### config.mk
export PLATFORM = sky130hd
export DESIGN_NAME = sorted_search
export DESIGN_NICKNAME = d
export VERILOG_FILES = /design/src/rtl/sorted_search.sv
export SDC_FILE = /design/constraint.sdc
export NUM_CORES = 1
export LEC_CHECK = 0
export CORE_UTILIZATION = 25
export CTS_BUF_LIST = sky130_fd_sc_hd__clkbuf_4 sky130_fd_sc_hd__clkbuf_8
export CTS_CLUSTER_DIAMETER = 30
export CTS_CLUSTER_SIZE = 10
export DETAILED_ROUTE_END_ITERATION = 8
export GPL_TIMING_DRIVEN = 0
export MAX_ROUTING_LAYER = met4
export SLEW_MARGIN = 10
export SYNTH_ARGS = -nofsm -noshare
export SYNTH_HDL_FRONTEND = slang
export SYNTH_SLANG_ARGS = --single-unit
### constraint.sdc
create_clock -name clk -period 2.39 [get_ports clk]
set_clock_uncertainty 0.05 [all_clocks]
set_input_delay 0.478 -clock clk [delete_from_list [all_inputs] [get_ports clk]]
set_output_delay 0.478 -clock clk [all_outputs]
set_load 0.02 [all_outputs]
### src/rtl/sorted_search.sv
// Binary-search reader for a sorted 2^ADDR_W x DATA_W synchronous-read RAM.
// Define SORTED_SEARCH_FIRST_MATCH_EN to continue past a hit and report the lowest matching address.
module sorted_search #(
    parameter int ADDR_W = 4,
    parameter int DATA_W = 4
) (
    input  logic              clk,
    input  logic              reset,
    input  logic              start,
    input  logic [DATA_W-1:0] target,
    output logic [ADDR_W-1:0] addr,
    output logic              wren,
    input  logic [DATA_W-1:0] q,
    output logic              finish,
    output logic              found,
    output logic [ADDR_W-1:0] loc
);

    localparam logic [1:0] S_IDLE  = 2'd0;
    localparam logic [1:0] S_PROBE = 2'd1;
    localparam logic [1:0] S_CMP   = 2'd2;
    localparam logic [1:0] S_DONE  = 2'd3;

    logic [1:0]        state;
    logic [ADDR_W-1:0] lo;
    logic [ADDR_W-1:0] hi;
    logic [ADDR_W-1:0] mid;
    logic [ADDR_W:0]   mid_wide;
    logic [DATA_W-1:0] tgt;

    // Sum is taken one bit wider so lo+hi cannot overflow before halving.
    assign mid_wide = ({1'b0, lo} + {1'b0, hi}) >> 1;
    assign mid      = mid_wide[ADDR_W-1:0];

    // addr stays on mid through PROBE and CMP so q lines up with the CMP cycle.
    always_comb begin
        addr = '0;
        if (state == S_PROBE || state == S_CMP) begin
            addr = mid;
        end
    end

    assign wren   = 1'b0;
    assign finish = (state == S_DONE);

    always_ff @(posedge clk) begin
        if (reset) begin
            state <= S_IDLE;
            lo    <= '0;
            hi    <= '0;
            tgt   <= '0;
            found <= 1'b0;
            loc   <= '0;
        end else begin
            case (state)
                S_IDLE, S_DONE: begin
                    if (start) begin
                        tgt   <= target;
                        lo    <= '0;
                        hi    <= '1;
                        found <= 1'b0;
                        loc   <= '0;
                        state <= S_PROBE;
                    end
                end
                S_PROBE: begin
                    state <= S_CMP;
                end
                S_CMP: begin
                    if (q == tgt) begin
                        found <= 1'b1;
                        loc   <= mid;
`ifdef SORTED_SEARCH_FIRST_MATCH_EN
                        if (mid == lo) begin
                            state <= S_DONE;
                        end else begin
                            hi    <= mid - ADDR_W'(1);
                            state <= S_PROBE;
                        end
`else
                        state <= S_DONE;
`endif
                    end else if (q < tgt) begin
                        // mid==hi means the upper half is empty; lo never wraps past the top.
                        if (mid == hi) begin
                            state <= S_DONE;
                        end else begin
                            lo    <= mid + ADDR_W'(1);
                            state <= S_PROBE;
                        end
                    end else begin
                        if (mid == lo) begin
                            state <= S_DONE;
                        end else begin
                            hi    <= mid - ADDR_W'(1);
                            state <= S_PROBE;
                        end
                    end
                end
                default: begin
                    state <= S_IDLE;
                end
            endcase
        end
    end

endmodule

Yosys cells after proc, flatten, opt, wreduce, memory -nomap -nowiden --
Cells that the tools add are included.
Word-level totals: register bits after elaboration 19, output and inout bits 11, word-level logic and storage cells 53
Operators by class: $add $sub $neg 3, magnitude comparators 1, equal/unequal tests 13, mux-type cells 22, reductions and logical operators 8
Operators by type and width (count):
- 4-bit two-way mux | 10
- 4-bit case mux with 2 select lines | 3
- 4-bit equality test | 3
- 2-bit two-way mux | 5
- 2-bit != test (second input constant) | 5
- 5-bit AND reduction | 2
- 2-bit case mux with 3 select lines | 1
- 4-bit by 4-bit adder with 5-bit output | 1
- 4-bit by 1-bit adder with 4-bit output (second input constant) | 1
- 2-bit equality test (second input constant) | 2
- 4-bit less-than comparator | 1
- 2-bit by 1-bit != test with 1-bit output (second input constant) | 2
- 4-bit by 1-bit subtractor with 4-bit output (second input constant) | 1
- 3-bit AND reduction | 1
- 2-bit by 1-bit equality test with 1-bit output (second input constant) | 1
- 2-bit logical NOT | 1
- 1-bit two-way mux | 2
- 1-bit case mux with 2 select lines | 1
- 2-bit AND reduction | 1
- 2-bit nonzero test | 1
- 2-bit OR reduction | 1
- 1-bit logical OR | 1

Logic depth before layout (Yosys ltp) --
depth after elaboration 6, gate-level depth with buffers 9

Worst setup path before layout --
Ideal clock, no wire load.
path kind reg2reg, from register lo[1], to register hi[0], setup time 95 ps, data arrival time 2157 ps, required time 2245 ps, setup slack 88 ps, cell stages (with the launch flop) 9, buffers on the path 0, clock period less this slack 2302 ps, path through dfxtp_1 -> inv_1 -> fa_1 -> nand2b_1 -> a21oi_4 -> xnor2_1 -> o32ai_2 -> a211o_1 -> a221oi_1
Between the ends: word-level cells in the longest chain between the ends 6, elaborated cells on any way between the ends 9, classes of those cells 2 x add/sub; 2 x eq/ne; 4 x mux; 1 x reduce/logical
RTL lines:
- from (decl) | line 25 | logic [ADDR_W-1:0] lo;
- from (signal assigned) | line 88 | lo <= mid + ADDR_W'(1);
- 4-bit by 4-bit adder with 5-bit output | line 32 | assign mid_wide = ({1'b0, lo} + {1'b0, hi}) >> 1;
- 4-bit by 1-bit subtractor with 4-bit output | line 95 | hi <= mid - ADDR_W'(1);
- 4-bit two-way mux | line 92 | if (mid == lo) begin
- 4-bit two-way mux | line 83 | end else if (q < tgt) begin
- 4-bit two-way mux | line 70 | if (q == tgt) begin
- 4-bit case mux with 2 select lines | line 55 | case (state)
- to (signal assigned) | line 95
- to (decl) | line 26 | logic [ADDR_W-1:0] hi;
Parallel ways exist; a longest one is shown, timed or not. The select of a mux whose other input is x is not followed. A chain may end at the register's enable or synchronous reset.

Worst setup path in the final report --
from register hi[1], to register lo[2]
Between the ends: word-level cells in the longest chain between the ends 6, elaborated cells on any way between the ends 9, classes of those cells 2 x add/sub; 2 x eq/ne; 4 x mux; 1 x reduce/logical
RTL lines:
- 4-bit by 4-bit adder with 5-bit output | line 32
- 4-bit by 1-bit adder with 4-bit output | line 88
- 4-bit two-way mux | line 85 | if (mid == hi) begin
- 4-bit two-way mux | line 83
- 4-bit two-way mux | line 70
- 4-bit case mux with 2 select lines | line 55
Parallel ways exist; a longest one is shown, timed or not. The select of a mux whose other input is x is not followed.

==> metrics.txt <==
Leakage 0.0007422 uW; Ys Warns 0; sequential share of the synthesized area 0.2836; Hold Path Depth 2; via count of the first global-routing pass 1135; minimum clock period 2.358 ns; post-route total power 1619 uW; setup violators final 0; insertion delay to the later sink of the worst-skew pair 0.26 ns; first-pass GRT wire length 5278 um; Yosys top cell area share 0.2836; Arr. time, crit path 2.45 ns; Chip Height 75.25 um; hold worst-path end tgt[1]$_SDFFE_PP0P_; CTS tree done; CP required 2.48 ns; Mapped Cells 156; CP endpoint kind flop; Power Dens Cells 874.9 nW/um^2; Pre-antenna DRT Iters 4; Worst-path clk slew 0.08 ns; Tightest Pin Transition 0.6236 ns; Buffers & Inverters on Critical Path 3; Startpoint Class flop; synthesized area 1341 sq um; RD Place Congestion 0.8195; filler cell count 553; Max-slew headroom 0.5799; Routed Antenna Nets 0; CP max-delay cell fa_2; Crit Path Max Fanout 5; grt ovf 0; unrepaired setup endpoints after global routing yes; fmax 424.0 MHz; Clock Path Buffers 2; Synth area leader dfxtp_1; Synth Net Count 181; CTS Root Cell clkbuf_8; Final Hold Vio Count 0; IO Port Bufs 18; WS Path Type reg -> reg; flop-to-flop setup slack 0.03 ns; design area 1851 sq um; Worst Hold Launch tgt[1]$_SDFFE_PP0P_; worst r2r path cells 10; reg-to-reg startpoint hi[1]$_SDFFE_PP0P_; Die Footprint 5662 sq um; Initial Utilization 0.2610; # DRC 0; synthesized flop and latch total 19; detailed router's first-iteration violation count 69; fin cells 258; Critical Path Max Stage Delay 0.44 ns; share of cells above drive strength 1 0.2872; Cells after DPL 244; Mapped Avg Cell Area 8.598 sq um; worst r2r dst lo[2]$_SDFFE_PP0P_; Slew Viols, Final 0; Num CTS Buffers 3; largest net degree at the start of global routing 12; Num Clock Sinks 19; Core ar. 5140 sq um; Routed WL 3278 um; status complete, no violations; row cnt 26; Boundary Pins 22; DR vias/cell 4.516; Via Count 1165; Worst Hold Class reg -> reg; crit path cell chain inv_4, fa_2, nand2b_4, a21oi_4, buf_6, xnor2_2, nor4_4, buf_4, o41ai_4, o22ai_1; gr usage total 0.1252; die width 75.25 um; Final #Nets 214; max-cap viol count 0; largest cells by area after synthesis dfxtp_1, ha_1, inv_1; initial antenna violation count 0; area grow syn2layout 37.97%; Final period util 0.9868; H-tree depth 1; synth unique cells 47; crit-path leading delay family compound AO/OA/AOI/OAI gates; VDD IR max 0.0003336 V; # diodes 0; Routed WL per cell 12.71 um; Cell Area, Placed 1609 sq um; detailed placer's ending HPWL 2272 um
where the power goes:
part / internal [uW] / switching (uW)
logic: 418 / 565
registers: 369 / 38.5
clock network: 116 / 113
total: 903 / 716
cell families after synthesis:
family / count (synthesis) / synth area share
AND/OR/NAND/NOR: 51 / 0.1968
flip-flops: 19 / 0.2836
buffers and inverters: 23 / 0.06809
XOR/XNOR: 15 / 0.1147
other: 1 / 0.002796
AO/OA/AOI/OAI: 33 / 0.1978
adder cells (fa/ha/maj): 14 / 0.1362
synth_stat cells, drive strengths merged:
master,instances
a211o,1
a211oi,1
a21oi,9
a221oi,4
a22oi,2
a311oi,1
a31o,1
a31oi,1
and3,1
and4,1
buf,3
clkbuf,3
conb,1
dfxtp,19
fa,1
ha,13
inv,17
nand2,13
nand2b,6
nand3,7
nand4,2
nor2,13
nor2b,3
nor3,1
nor4,1
o21a,2
o21ai,3
o22ai,3
o311ai,1
o31ai,1
o32ai,1
o41a,1
o41ai,1
or2,2
or3,1
xnor2,7
xor2,8
timing repair:
action	4_1_cts	5_1_grt
pin swaps	8	13
hold buffers	0	0
resized for setup	27	17
setup buffers	8	4
setup endpoints to repair	13	12
cloned	0	0
metrics by stage:
| stage | setup TNS (ns) | hold WS, ns | utilization | setup WS [ns] |
|---|---|---|---|---|
| after floorplan | 0 | 0.3863 | - | 0.08791 |
| after global placement | -3.146 | 0.3912 | 0.3130 | -0.4863 |
| final | 0 | 0.4059 | 0.3600 | 0.03167 |
| after detailed placement | -3.125 | 0.3979 | 0.3130 | -0.4692 |
| after global routing | -0.1159 | 0.4368 | 0.3600 | -0.04217 |
| after CTS | -0.01729 | 0.4083 | 0.3452 | -0.01257 |
worst min-delay path, stage by stage (launching register included):
cell,delay [ns]
dfxtp_1,0.31
nand2_1,0.05
a21oi_1,0.05
state kept, by name, summed over array words and instances, names as in the netlist:
| register | count |
|---|---|
| hi | 4 |
| lo | 4 |
| loc | 4 |
| tgt | 4 |
| state | 2 |
| found | 1 |
layout make-up:
cell class | instances | area, sq um | share of cell area
clock inverter | 1 | 5.005 | 0.002705
buffer | 5 | 25.02 | 0.01352
tap | 70 | 87.58 | 0.04733
clock buffer | 3 | 41.29 | 0.02231
sequential | 19 | 385.4 | 0.2082
timing repair buffer | 29 | 249.0 | 0.1346
multi-input combinational | 114 | 991.0 | 0.5355
inverter | 17 | 66.31 | 0.03584
worst max path at each step:
| stage | endpoint | startpoint | slack (ns) | depth (start not counted) |
|---|---|---|---|---|
| finish | lo[2]$_SDFFE_PP0P_ | hi[1]$_SDFFE_PP0P_ | 0.03 | 10 |
| detailed placement | lo[1]$_SDFFE_PP0P_ | q[1] | -0.47 | 8 |
| global placement | lo[1]$_SDFFE_PP0P_ | q[1] | -0.49 | 8 |
| global route | lo[2]$_SDFFE_PP0P_ | hi[1]$_SDFFE_PP0P_ | -0.04 | 10 |
| floorplan | hi[0]$_SDFFE_PP0P_ | lo[1]$_SDFFE_PP0P_ | 0.09 | 8 |
| CTS | addr[2] | lo[1]$_SDFFE_PP0P_ | -0.01 | 6 |
layout by cell type (no fill, tap or decap), drive strengths merged, types with 2 or more instances in the layout:
cell type | netlist | layout
clkbuf | 3 | 6
a221oi | 4 | 4
nand4 | 2 | 2
xor2 | 8 | 8
xnor2 | 7 | 7
clkdlybuf4s50 | 0 | 13
buf | 3 | 17
nor2 | 13 | 13
o22ai | 3 | 3
dfxtp | 19 | 19
o21ai | 3 | 3
nand2b | 6 | 6
a22oi | 2 | 2
nand2 | 13 | 13
or2 | 2 | 2
inv | 17 | 17
o21a | 2 | 2
ha | 13 | 13
nand3 | 7 | 7
nor2b | 3 | 3
a21oi | 9 | 9
routing by layer:
layer	GRT usage	up-vias	wire (um)
li1	-	597	-
met2	0.2062	24	1612
met1	0.1644	542	1504
met3	0.02544	2	149
met5	-	-	0
met4	0.01235	0	11
Note: power is estimated with default switching activity, not from simulation.
